### src/rtl/rv32i_pkg.sv
// Shared encodings for the rv32i multicycle datapath: ALU ops, opcodes,
// control-FSM states and the datapath mux select codes.
package rv32i_pkg;

  localparam logic [3:0] ALU_AND = 4'b0000;
  localparam logic [3:0] ALU_OR  = 4'b0001;
  localparam logic [3:0] ALU_ADD = 4'b0010;
  localparam logic [3:0] ALU_SUB = 4'b0110;

  localparam logic [6:0] OP_LOAD   = 7'b0000011;
  localparam logic [6:0] OP_STORE  = 7'b0100011;
  localparam logic [6:0] OP_RTYPE  = 7'b0110011;
  localparam logic [6:0] OP_ITYPE  = 7'b0010011;
  localparam logic [6:0] OP_BRANCH = 7'b1100011;
  localparam logic [6:0] OP_JAL    = 7'b1101111;

  localparam logic [1:0] SRCA_PC    = 2'b00;
  localparam logic [1:0] SRCA_OLDPC = 2'b01;
  localparam logic [1:0] SRCA_RD1   = 2'b10;

  localparam logic [1:0] SRCB_RD2  = 2'b00;
  localparam logic [1:0] SRCB_IMM  = 2'b01;
  localparam logic [1:0] SRCB_FOUR = 2'b10;

  localparam logic [1:0] RES_ALUOUT = 2'b00;
  localparam logic [1:0] RES_DATA   = 2'b01;
  localparam logic [1:0] RES_ALU    = 2'b10;

  localparam logic [1:0] IMM_I = 2'b00;
  localparam logic [1:0] IMM_S = 2'b01;
  localparam logic [1:0] IMM_B = 2'b10;
  localparam logic [1:0] IMM_J = 2'b11;

  localparam logic ADR_PC     = 1'b0;
  localparam logic ADR_RESULT = 1'b1;

  typedef enum logic [3:0] {
    S_FETCH    = 4'd0,
    S_DECODE   = 4'd1,
    S_MEMADR   = 4'd2,
    S_MEMREAD  = 4'd3,
    S_MEMWB    = 4'd4,
    S_MEMWRITE = 4'd5,
    S_EXECR    = 4'd6,
    S_EXECI    = 4'd7,
    S_ALUWB    = 4'd8,
    S_BEQ      = 4'd9,
    S_JAL      = 4'd10
  } state_t;

  typedef enum logic [1:0] {
    CLS_OTHER = 2'd0,
    CLS_R     = 2'd1,
    CLS_I     = 2'd2
  } op_class_t;

  function automatic logic [1:0] imm_src(input logic [6:0] op);
    case (op)
      OP_STORE:  return IMM_S;
      OP_BRANCH: return IMM_B;
      OP_JAL:    return IMM_J;
      default:   return IMM_I;
    endcase
  endfunction

endpackage

### src/rtl/mc_control_alu_decoder.sv
// Combinational ALU decoder: maps instruction class and funct fields to an
// ALU operation, flagging funct combinations the core does not implement.
module alu_decoder
  import rv32i_pkg::*;
(
  input  op_class_t   i_class,
  input  logic [2:0]  i_funct3,
  input  logic        i_funct7_5,
  output logic [3:0]  o_alu_op,
  output logic        o_illegal
);

  always_comb begin
    o_alu_op  = ALU_ADD;
    o_illegal = 1'b0;
    case (i_class)
      CLS_R: begin
        case (i_funct3)
          3'b000:  o_alu_op = i_funct7_5 ? ALU_SUB : ALU_ADD;
          3'b110:  o_alu_op = ALU_OR;
          3'b111:  o_alu_op = ALU_AND;
          default: o_illegal = 1'b1;
        endcase
      end
      CLS_I: begin
        // funct7_5 is an immediate bit here, so it never selects SUB
        case (i_funct3)
          3'b000:  o_alu_op = ALU_ADD;
          3'b110:  o_alu_op = ALU_OR;
          3'b111:  o_alu_op = ALU_AND;
          default: o_illegal = 1'b1;
        endcase
      end
      default: ;
    endcase
  end

endmodule

### src/rtl/mc_control.sv
// Multicycle rv32i control FSM: sequences fetch/decode/execute/memory/writeback
// and stalls on MemReady in the memory-access states.
module mc_control
  import rv32i_pkg::*;
(
  input  logic       clk,
  input  logic       rst,
  input  logic [6:0] opcode,
  input  logic [2:0] funct3,
  input  logic       funct7_5,
  input  logic       ZERO,
  input  logic       MemReady,
  output logic [3:0] ALU_Operation,
  output logic [1:0] ALUSrcA,
  output logic [1:0] ALUSrcB,
  output logic [1:0] ResultSrc,
  output logic [1:0] ImmSrc,
  output logic       AdrSrc,
  output logic       MemRead,
  output logic       MemWrite,
  output logic       IRWrite,
  output logic       PCWrite,
  output logic       RegWrite,
  output logic       Illegal,
  output logic       Retire
);

  state_t     r_state;
  state_t     w_state_next;
  op_class_t  w_class;
  logic [3:0] w_alu_op;
  logic       w_funct_illegal;

  assign w_class = (opcode == OP_RTYPE) ? CLS_R :
                   (opcode == OP_ITYPE) ? CLS_I : CLS_OTHER;

  alu_decoder u_alu_decoder (
    .i_class    (w_class),
    .i_funct3   (funct3),
    .i_funct7_5 (funct7_5),
    .o_alu_op   (w_alu_op),
    .o_illegal  (w_funct_illegal)
  );

  always_ff @(posedge clk) begin
    if (rst) r_state <= S_FETCH;
    else     r_state <= w_state_next;
  end

  always_comb begin
    w_state_next  = r_state;
    ALU_Operation = ALU_ADD;
    ALUSrcA       = SRCA_PC;
    ALUSrcB       = SRCB_RD2;
    ResultSrc     = RES_ALUOUT;
    ImmSrc        = imm_src(opcode);
    AdrSrc        = ADR_PC;
    MemRead       = 1'b0;
    MemWrite      = 1'b0;
    IRWrite       = 1'b0;
    PCWrite       = 1'b0;
    RegWrite      = 1'b0;
    Illegal       = 1'b0;
    Retire        = 1'b0;
    // Reset forces every select to zero, so an abandoned instruction issues no write
    if (rst) begin
      ImmSrc       = IMM_I;
      w_state_next = S_FETCH;
    end else begin
      case (r_state)
        S_FETCH: begin
          MemRead   = 1'b1;
          ALUSrcB   = SRCB_FOUR;
          ResultSrc = RES_ALU;
          if (MemReady) begin
            IRWrite      = 1'b1;
            PCWrite      = 1'b1;
            w_state_next = S_DECODE;
          end
        end
        S_DECODE: begin
          ALUSrcA = SRCA_OLDPC;
          ALUSrcB = SRCB_IMM;
          case (opcode)
            OP_LOAD, OP_STORE: w_state_next = S_MEMADR;
            OP_RTYPE: begin
              w_state_next = w_funct_illegal ? S_FETCH : S_EXECR;
              Illegal      = w_funct_illegal;
            end
            OP_ITYPE: begin
              w_state_next = w_funct_illegal ? S_FETCH : S_EXECI;
              Illegal      = w_funct_illegal;
            end
            OP_BRANCH: begin
              w_state_next = (funct3 == 3'b000) ? S_BEQ : S_FETCH;
              Illegal      = (funct3 != 3'b000);
            end
            OP_JAL: w_state_next = S_JAL;
            default: begin
              w_state_next = S_FETCH;
              Illegal      = 1'b1;
            end
          endcase
        end
        S_MEMADR: begin
          ALUSrcA      = SRCA_RD1;
          ALUSrcB      = SRCB_IMM;
          w_state_next = (opcode == OP_STORE) ? S_MEMWRITE : S_MEMREAD;
        end
        S_MEMREAD: begin
          AdrSrc  = ADR_RESULT;
          MemRead = 1'b1;
          if (MemReady) w_state_next = S_MEMWB;
        end
        S_MEMWB: begin
          ResultSrc    = RES_DATA;
          RegWrite     = 1'b1;
          Retire       = 1'b1;
          w_state_next = S_FETCH;
        end
        S_MEMWRITE: begin
          AdrSrc   = ADR_RESULT;
          MemWrite = 1'b1;
          if (MemReady) begin
            Retire       = 1'b1;
            w_state_next = S_FETCH;
          end
        end
        S_EXECR: begin
          ALUSrcA       = SRCA_RD1;
          ALU_Operation = w_alu_op;
          w_state_next  = S_ALUWB;
        end
        S_EXECI: begin
          ALUSrcA       = SRCA_RD1;
          ALUSrcB       = SRCB_IMM;
          ALU_Operation = w_alu_op;
          w_state_next  = S_ALUWB;
        end
        S_ALUWB: begin
          RegWrite     = 1'b1;
          Retire       = 1'b1;
          w_state_next = S_FETCH;
        end
        S_BEQ: begin
          ALUSrcA       = SRCA_RD1;
          ALU_Operation = ALU_SUB;
          PCWrite       = ZERO;
          Retire        = 1'b1;
          w_state_next  = S_FETCH;
        end
        S_JAL: begin
          ALUSrcA      = SRCA_OLDPC;
          ALUSrcB      = SRCB_FOUR;
          PCWrite      = 1'b1;
          w_state_next = S_ALUWB;
        end
        default: w_state_next = S_FETCH;
      endcase
    end
  end

endmodule

### config.mk
export PLATFORM = sky130hd
export DESIGN_NAME = mc_control
export DESIGN_NICKNAME = d
export VERILOG_FILES = /design/src/rtl/rv32i_pkg.sv /design/src/rtl/mc_control_alu_decoder.sv /design/src/rtl/mc_control.sv
export SDC_FILE = /design/constraint.sdc
export NUM_CORES = 1
export LEC_CHECK = 0
export BUFFER_PORTS_ARGS = -buffer_cell sky130_fd_sc_hd__buf_2
export CORE_ASPECT_RATIO = 0.9
export CORE_MARGIN = 10
export CORE_UTILIZATION = 46
export DETAILED_ROUTE_END_ITERATION = 12
export PLACE_DENSITY = 0.88
export SLEW_MARGIN = 15
export SYNTH_ARGS = -nofsm -noshare
export SYNTH_HDL_FRONTEND = slang
export SYNTH_SLANG_ARGS = --single-unit
export TNS_END_PERCENT = 20
### constraint.sdc
create_clock -name clk -period 1.5 [get_ports clk]
set_input_delay 0.15 -clock clk [delete_from_list [all_inputs] [get_ports clk]]
set_output_delay 0.15 -clock clk [all_outputs]
set_load 0.01 [all_outputs]
### Yosys cells after proc, flatten, opt, wreduce, memory -nomap -nowiden

Index checks and enable logic that the tools add are counted.
W data, S select, Z words.

* bits in registers: 4
* input bits: 15
* output and inout port bits: 20
* word-level logic and storage cells: 88

* equality and inequality tests: 23
* muxes and demuxes: 45
* reduce and logical (&&, ||, !) cells: 19

Operator list (count)
* $pmux W4 S6: 1
* $mux W4: 5
* $pmux W4 S5: 1
* $reduce_or A2 Y1: 9
* $mux W1: 17
* $eq A4 B3 Y1 const B: 4
* $pmux W2 S2: 4
* $pmux W4 S2: 2
* $reduce_or A3 Y1: 5
* $eq A7 B6 Y1 const B: 2
* $eq A7 B7 Y1 const B: 2
* $eq A4 B4 Y1 const B: 3
* $mux W2: 6
* $mux W3: 4
* $pmux W4 S3: 1
* $eq A4 B2 Y1 const B: 2
* $eq A7 B2 Y1 const B: 1
* $eq A7 B5 Y1 const B: 1
* $eq A3 B3 Y1 const B: 2
* $ne A2 B2 Y1 const B: 3
* $pmux W1 S3: 2
* $pmux W2 S3: 1
* $eq A4 B1 Y1 const B: 1
* $logic_not A4 Y1: 1
* 7 further kinds: 7

### Longest topological paths before layout

Gate-level depths: netlist of run 1.

* depth in word-level cells: 9
* gate-level depth with buffers: 6
* gate-level depth less buffers: 4

### By module

Synthesis of run 1 repeated with hierarchy kept, for this count alone.

* cell total of the unflattened synthesis: 134
* area total of the unflattened synthesis: 835.8 um^2

By module, submodules not included
* mc_control: instances 1, cells an instance 120, area each 737.0 um^2, sequential area each 80.1 um^2
* alu_decoder: instances 1, cells an instance 14, area each 98.8 um^2, sequential area each 0.0 um^2

### Worst setup path before layout of run 1

OpenSTA, ideal clock, no wires.

* kind: flip-flop to output port
* start: reg r_state[2]
* end: out ALU_Operation[2]
* arrival time: 1.287 ns
* required time: 1.350 ns
* setup slack: 0.063 ns
* cell stages (with the launch flop): 6
* buffers on the path: 1
* cells stage by stage: dfxtp_1 > buf_2 > and2_1 > nand4b_1 > or3_1 > a21oi_1

* longest elaborated chain between the ends: 4
* elaborated cells between the ends (all ways): 6
* classes of those cells: 3 x eq/ne; 2 x mux; 1 x reduce/logical

RTL lines
* start, declared: line mc_control.sv:28 `state_t r_state;`
* start signal, assigned: line mc_control.sv:47 `else r_state <= w_state_next;`
* $eq A4 B3 Y1: line mc_control.sv:70 `case (r_state)`
* $reduce_or A2 Y1 (no line)
* $pmux W4 S2 *: line mc_control.sv:70
* $mux W4 *: line mc_control.sv:66 `if (rst) begin`
* end, declared: line mc_control.sv:13 `output logic [3:0] ALU_Operation,`

Every way passes the cells marked *; elsewhere a longest branch is shown, timed or not.

### Worst setup path after layout of run 1

* start: reg r_state[3]
* end: out ALU_Operation[2]

Same word-level chain as after synthesis.

==> impl_metrics.yaml, run 1 <==
final_layout:
  num-fill-cells: 128
  final_core_util: 0.711
  layout_commonest_cell: "buf_2"
  nets: 176
  top_register: "r_state"
  drive_gt1_frac: 0.409
  final_area_um2: 1080
  reg.largest.list: "r_state: 4 flops"
  multiInputGateArea_um2: 651
  area_growth_pct: 39.8
  largest_register_ffs: 4
  seq_area_um2: 90.1
  n_antenna_cell: 0
  mostFrequentLayoutCells: "buf_2, nand2_1, buf_4, a21oi_1, nor3_1"
  stdcell_count: 181
global_routing:
  grt.overflow.total: 0
  track_usage: 0.138
  antenna_found_initial: 0
  grt_first_pass_wirelength_um: 4330
  grt_max_degree: 19
  grt_pass1_vias: 1027
floorplan:
  fp.dieW_um: 63.1
  core-area_um2: 1510
  die_area_um2: 3710
  die_h_um: 58.8
  start_util: 0.509
  io-pin-count: 35
  rows: 13
placed_design:
  port_buffers: 33
  gp_congestion: 0.964
  place_area_um2: 998
  hpwlAfterDp_um: 2100
  preCtsSetupSlack_ns: 0.0227
  dp_cells: 177
clocking:
  htree_levels: 1
  worstSkewPairLatency_ns: 0.23
  clock_path_buffers: 2
  ctsRootBufferMaster: "clkbuf_4"
  clk_pin_slew_ns: 0.04
  cts.sinks: 4
  cts-buffers-inserted: 3
  tritoncts: "built"
setup_path:
  arrival_ns: 1.44
  required_ns: 1.35
  cp_max_fo: 8
  rr_worst_depth: 6
  startpoint_type: "flip-flop"
  worst-setup-path-type: "reg -> out"
  end_kind: "output pin"
timing:
  post-route-period-util: 1.06
  fmax_mhz: 627
  hold_viol_final: 0
  tns_ns: -0.319
  finClkSkew_ns: 0.000310
  finalMaxSlewViolations: 0
  setup_viol: 10
  setup_slack_ns: -0.0945
  fin_crit_ns: 1.59
  rsz0062_at_grt: "true"
status:
  status: "complete, but fails checks"
  failed_checks: "negative setup slack"
logic_synthesis:
  synth_edf_count: 0
  synthCells: 121
  synth_top_area_frac: 0.104
  syn_nets: 136
  syn_area_per_cell_um2: 6.36
  synth_cell_type_count: 42
  synth_area_leaders: "dfxtp_1, nand2_1, a21oi_1, nor3_1, nand2b_1"
  synthFlopType: "dfxtp_1"
  yosys_warnings: 0
  async_flop_share: 0
  ys_seq_elements: 4
  synth.yosys.seq_area_share: 0.104
  synth_top_area_cell: "dfxtp_1"
  netlist_area_um2: 769
routing:
  drtIter0Drc: 71
  routed_wl_um: 2610
  drc: 0
  wl_per_cell_um: 14.4
  routed_via_density: 5.64
  ant_nets: 0
  vias: 1020
  firstDrtPassIters: 4
hold_path:
  worstHoldPathCells: 3
  min_path_type: "in -> reg"
power:
  leakage_nw: 0.478
  power_density_nw_per_um2: 403
  ir_drop_mv: 0.259
flow_run:
  maxCapViolations: 0
-- area by class of cell --
type,count,share of cell area
clock buffers,3,0.0209
inverters,2,0.00698
multi-input cells,103,0.605
flip-flops and latches,4,0.0837
well taps,22,0.0256
repair buffers,47,0.258
-- path summary, 6_finish.rpt --
kind / start / endpoint / slack [ns]
max: r_state[3]$_SDFFE_PP0P_ / ALU_Operation[2] / -0.09
min: opcode[4] / r_state[2]$_SDFFE_PP0P_ / 0.26
max reg2reg: r_state[1]$_SDFFE_PP0P_ / r_state[3]$_SDFFE_PP0P_ / -0.02
min reg2reg: r_state[0]$_SDFFE_PP0P_ / r_state[2]$_SDFFE_PP0P_ / 0.60
-- logic make-up after synthesis --
| logic type | after synthesis | share of synthesized area |
|---|---|---|
| AO/OA/AOI/OAI | 31 | 0.288 |
| other | 1 | 0.00487 |
| flip-flops | 4 | 0.104 |
| AND/OR/NAND/NOR | 70 | 0.502 |
| XOR/XNOR | 1 | 0.0114 |
| buffers and inverters | 14 | 0.0894 |
-- metal layers --
layer | vias to the layer above | GRT usage | wire length, um
met5 | - | 0 | 0
met4 | 0 | 0.0127 | 12
met3 | 2 | 0.0416 | 165
met2 | 36 | 0.279 | 1400
met1 | 462 | 0.141 | 1030
li1 | 520 | - | -
-- through the flow --
stage          hold WS (ns)  power (mW)
6_report              0.260       0.434
5_1_grt               0.249       0.469
4_1_cts               0.235       0.434
3_5_place_dp          0.484       0.298
3_3_place_gp          0.484       0.292
2_1_floorplan         0.313       0.227
-- worst max-delay path, stage by stage (launching register included) --
cell      delay (ns)
dfxtp_4         0.37
nor2b_1         0.13
nand4b_1        0.12
or3_1           0.34
a21oi_2         0.12
buf_2           0.14
-- where the power goes --
group	leakage (nW)	total (mW)	switching, mW	internal, mW
sequential	0.0350	0.121	0.0111	0.110
clock	0.0138	0.133	0.0436	0.0895
combinational	0.429	0.180	0.0986	0.0816
total	0.478	0.434	0.153	0.281
-- timing repair --
action | CTS | global route
buffers inserted | 1 | 0
pin swaps | 4 | 0
endpoints found under the setup margin | 16 | 16
hold buffers | 0 | 0
resized for setup | 13 | 4
-- synthesized netlist by cell type (2+ instances only) --
master,count
a211oi_1,2
a21oi_1,10
a31oi_1,3
and2_1,3
buf_2,4
clkbuf_1,5
dfxtp_1,4
inv_1,2
nand2_1,15
nand2b_1,6
nand3_1,3
nand3b_1,3
nand4_1,2
nand4b_1,2
nor2_1,9
nor2b_1,6
nor3_1,9
nor3b_1,2
nor4_1,2
o211ai_1,2
o21ai_1,3
or3_1,4
Power figures use the tool's default switching activity.
==> run 2, diff against run 1 <==
--- a/config.mk
+++ b/config.mk
@@ -11,6 +11,7 @@
 export CORE_UTILIZATION = 46
 export DETAILED_ROUTE_END_ITERATION = 12
 export PLACE_DENSITY = 0.88
+export REMOVE_ABC_BUFFERS = 1
 export SLEW_MARGIN = 15
 export SYNTH_ARGS = -nofsm -noshare
 export SYNTH_HDL_FRONTEND = slang
==> impl_metrics.yaml, run 2 (synthesized netlist as in run 1, its figures left out) <==
final_layout:
  nets: 179
  largest_register_ffs: 4
  stdcell_count: 184
  area_growth_pct: 51.1
  final_area_um2: 1160
  top_register: "r_state"
  n_antenna_cell: 0
  final_core_util: 0.768
  reg.largest.list: "r_state: 4 flops"
  mostFrequentLayoutCells: "buf_2, buf_4, nand2_1, a21oi_1"
  drive_gt1_frac: 0.481
  layout_commonest_cell: "buf_2"
setup_path:
  max_stage_delay_ns: 0.38
  rr_worst_depth: 5
  worst-setup-path-type: "reg -> out"
  arrival_ns: 1.44
  rrSetupSlack_ns: -0.02
  cp_max_fo: 8
  rr_startpoint: "r_state[1]$_SDFFE_PP0P_"
  slowest_stage: "dfxtp_4"
  startpoint_type: "flip-flop"
  crit_chain: "nor2b_1 -> nand4b_1 -> or3_1 -> a21oi_2 -> buf_2"
  critPathLaunch: "r_state[3]$_SDFFE_PP0P_"
  r2r-end: "r_state[3]$_SDFFE_PP0P_"
  end_kind: "output pin"
  required_ns: 1.35
power:
  leakage_nw: 0.515
  total_power_mw: 0.477
  ir_drop_mv: 0.178
  power_density_nw_per_um2: 410
clocking:
  worstSkewPairLatency_ns: 0.24
  clk_pin_slew_ns: 0.04
  tritoncts: "built"
  ctsRootBufferMaster: "clkbuf_4"
  clock_path_buffers: 2
  htree_levels: 1
  cts.sinks: 4
  cts-buffers-inserted: 3
routing:
  wl_per_cell_um: 16.6
  drtIter0Drc: 56
  vias: 1092
  drc: 0
  firstDrtPassIters: 4
  routed_wl_um: 3060
  ant_nets: 0
  routed_via_density: 5.93
timing:
  hold_viol_final: 0
  setup_slack_ns: -0.0910
  fin_crit_ns: 1.59
  rsz0062_at_grt: "true"
  finalMaxSlewViolations: 0
  post-route-period-util: 1.06
  fmax_mhz: 629
  finClkSkew_ns: 0.000242
  setup_viol: 13
hold_path:
  hold_start: "opcode[4]"
  worstHoldPathCells: 3
  hold_path_end: "r_state[2]$_SDFFE_PP0P_"
  min_path_type: "in -> reg"
global_routing:
  track_usage: 0.145
  grt_max_degree: 21
  grt_pass1_vias: 997
  grt_first_pass_wirelength_um: 4580
  antenna_found_initial: 0
  grt.overflow.total: 0
status:
  failed_checks: "negative setup slack"
  status: "complete, but fails checks"
floorplan:
  io-pin-count: 35
  die_area_um2: 3710
  fp.dieW_um: 63.1
  rows: 13
  core-area_um2: 1510
  die_h_um: 58.8
  start_util: 0.509
placed_design:
  place_area_um2: 1030
  gp_congestion: 0.899
  dp_cells: 179
  hpwlAfterDp_um: 2170
  port_buffers: 33
  preCtsSetupSlack_ns: 0.0148
flow_run:
  maxCapViolations: 0
-- run 2: cell count changes in the layout (fill, tap and decap cells not counted), sizes merged --
cell and delta:
buf +3
-- run 2: worst max path at each step --
stage,end,cells after the start
after floorplan,ALU_Operation[2],4
after global placement,ALU_Operation[2],6
after detailed placement,ALU_Operation[2],6
after CTS,ALU_Operation[2],5
after global routing,MemRead,4
final,ALU_Operation[2],5
-- run 2: final cells by class --
class	count	area [um^2]
well taps	22	27.5
flip-flops and latches	4	90.1
clock buffers	3	22.5
fillers	119	350
repair buffers	50	309
multi-input cells	103	706
inverters	2	7.51
-- run 2: repair_timing --
| item | CTS | global route |
|---|---|---|
| buffers inserted | 0 | 2 |
| resized for setup | 20 | 7 |
| endpoints found under the setup margin | 17 | 17 |
| hold buffers | 0 | 0 |
| pin swaps | 7 | 1 |
| endpoints found under the hold margin | 0 | 0 |
-- run 2: worst max-delay path, delay by kind of cell (launching register included) --
kind | cells | cell delay, ns
AO/OA/AOI/OAI | 1 | 0.11
AND/OR/NAND/NOR | 3 | 0.57
buffers and inverters | 1 | 0.14
flip-flops | 1 | 0.38
-- run 2: routing by layer --
| layer | global-route usage | vias up | wire [um] | part of all wire |
|---|---|---|---|---|
| li1 | - | 523 | - | - |
| met1 | 0.177 | 505 | 1290 | 0.42 |
| met2 | 0.234 | 53 | 1510 | 0.49 |
| met3 | 0.0397 | 11 | 181 | 0.059 |
| met4 | 0.0669 | 0 | 79 | 0.026 |
| met5 | 0 | - | 0 | 0 |
-- run 2: through the flow --
stage,setup TNS (ns),hold slack (ns)
after floorplan,-0.349,0.222
after global placement,0,0.489
after detailed placement,0,0.502
after CTS,-0.466,0.245
after global routing,-1.48,0.273
final,-0.661,0.246
-- run 2: power by group --
group,total [mW],internal [mW],switching [mW],leakage [nW]
combinational,0.213,0.0975,0.115,0.466
clock,0.142,0.0900,0.0517,0.0138
sequential,0.122,0.110,0.0125,0.0350
==> run 3, diff against run 2 <==
--- a/config.mk
+++ b/config.mk
@@ -8,9 +8,9 @@
 export BUFFER_PORTS_ARGS = -buffer_cell sky130_fd_sc_hd__buf_2
 export CORE_ASPECT_RATIO = 0.9
 export CORE_MARGIN = 10
-export CORE_UTILIZATION = 46
+export CORE_UTILIZATION = 45
 export DETAILED_ROUTE_END_ITERATION = 12
-export PLACE_DENSITY = 0.88
+export PLACE_DENSITY = 0.86
 export REMOVE_ABC_BUFFERS = 1
 export SLEW_MARGIN = 15
 export SYNTH_ARGS = -nofsm -noshare
==> impl_metrics.yaml, run 3 (synthesized netlist as in run 1, its figures left out) <==
status:
  status: "complete, but fails checks"
  failed_checks: "negative setup slack"
final_layout:
  mostFrequentLayoutCells: "buf_2, buf_4, nand2_1, a21oi_1"
  top_register: "r_state"
  nets: 184
  largest_register_ffs: 4
  n_antenna_cell: 0
  drive_gt1_frac: 0.497
  reg.largest.list: "r_state: 4 flops"
  layout_commonest_cell: "buf_2"
  num-fill-cells: 125
  area_growth_pct: 57.7
routing:
  vias: 1096
  drtIter0Drc: 57
  wl_per_cell_um: 16.1
  routed_via_density: 5.74
  routed_wl_um: 3070
  ant_nets: 0
  firstDrtPassIters: 4
  drc: 0
timing:
  hold_viol_final: 0
  setup_slack_ns: -0.157
  finalMaxSlewViolations: 0
  fmax_mhz: 604
  finClkSkew_ns: 0.00275
  post-route-period-util: 1.10
  setup_viol: 13
  tns_ns: -0.894
  rsz0062_at_grt: "true"
  fin_crit_ns: 1.66
setup_path:
  cp_max_fo: 5
  worst-setup-path-type: "reg -> out"
  arrival_ns: 1.51
  startpoint_type: "flip-flop"
  end_kind: "output pin"
  max_stage_delay_ns: 0.36
  rr_startpoint: "r_state[2]$_SDFFE_PP0P_"
  crit_chain: "and2_4 -> nand4b_1 -> or3_1 -> a21oi_2 -> buf_2"
  critPathLaunch: "r_state[2]$_SDFFE_PP0P_"
  slowest_stage: "dfxtp_2"
  required_ns: 1.35
power:
  power_density_nw_per_um2: 393
  total_power_mw: 0.478
  ir_drop_mv: 0.333
  leakage_nw: 0.544
global_routing:
  track_usage: 0.151
  grt_max_degree: 16
  grt_pass1_vias: 1053
  grt_first_pass_wirelength_um: 4730
  grt.overflow.total: 0
  antenna_found_initial: 0
floorplan:
  die_area_um2: 3770
  io-pin-count: 35
  die_h_um: 59.2
  fp.dieW_um: 63.6
  rows: 14
  core-area_um2: 1650
  start_util: 0.467
placed_design:
  hpwlAfterDp_um: 2080
  preCtsSetupSlack_ns: 0.000203
  gp_congestion: 0.862
  port_buffers: 33
clocking:
  tritoncts: "built"
  ctsRootBufferMaster: "clkbuf_4"
  cts.sinks: 4
  worstSkewPairLatency_ns: 0.25
  clk_pin_slew_ns: 0.04
  htree_levels: 1
  clock_path_buffers: 2
  cts-buffers-inserted: 3
hold_path:
  hold_start: "opcode[4]"
  min_path_type: "in -> reg"
flow_run:
  maxCapViolations: 0
[run 3: cell type report]
cell class | count | area (um^2) | share of cell area
Clock buffer | 3 | 22.5 | 0.0186
Inverter | 2 | 7.51 | 0.00619
Multi-Input combinational cell | 103 | 708 | 0.584
Sequential cell | 4 | 92.6 | 0.0763
Tap cell | 24 | 30.0 | 0.0247
Timing Repair Buffer | 55 | 353 | 0.291
[run 3: routing by layer]
metal	GRT usage	up-vias	wire length, um	share of wire
met5	0	-	0	0
met3	0.0605	6	239	0.078
met2	0.266	52	1530	0.50
met1	0.165	509	1250	0.41
li1	-	529	-	-
met4	0.0405	0	55	0.018
[run 3: final timing paths]
path,slack (ns),cells past startpoint,endpoint
setup / recovery,-0.16,5,ALU_Operation[2]
hold / removal,0.24,3,r_state[2]$_SDFFE_PP0P_
setup reg to reg,-0.03,7,r_state[2]$_SDFFE_PP0P_
hold reg to reg,0.62,2,r_state[1]$_SDFFE_PP0P_
[run 3: worst max-delay path: cells and delay by family, from the launching register on]
kind | cells | cell delay, ns
AND/OR/NAND/NOR | 3 | 0.64
flip-flops | 1 | 0.36
buffers and inverters | 1 | 0.14
AO/OA/AOI/OAI | 1 | 0.13
[run 3: per-stage QoR]
step | hold slack (ns) | std cells | area, um^2 | util
2_1_floorplan | 0.222 | 109 | 708 | -
3_3_place_gp | 0.484 | 181 | 1030 | 0.625
5_1_grt | 0.263 | 191 | 1210 | 0.737
4_1_cts | 0.247 | 187 | 1140 | 0.691
6_report | 0.245 | 191 | 1210 | 0.737
3_5_place_dp | 0.507 | 181 | 1030 | 0.625
[run 3: power breakdown]
group / leakage [nW] / internal [mW] / switching [mW]
combinational: 0.495 / 0.101 / 0.114
sequential: 0.0353 / 0.108 / 0.0115
clock: 0.0138 / 0.0901 / 0.0533
[run 3: repair_timing]
item                       in CTS  in global routing
setup endpoints to repair      17                 19
hold buffers                    0                  0
gates resized for setup        20                 10
pin swaps                       6                  2
buffers inserted                3                  4
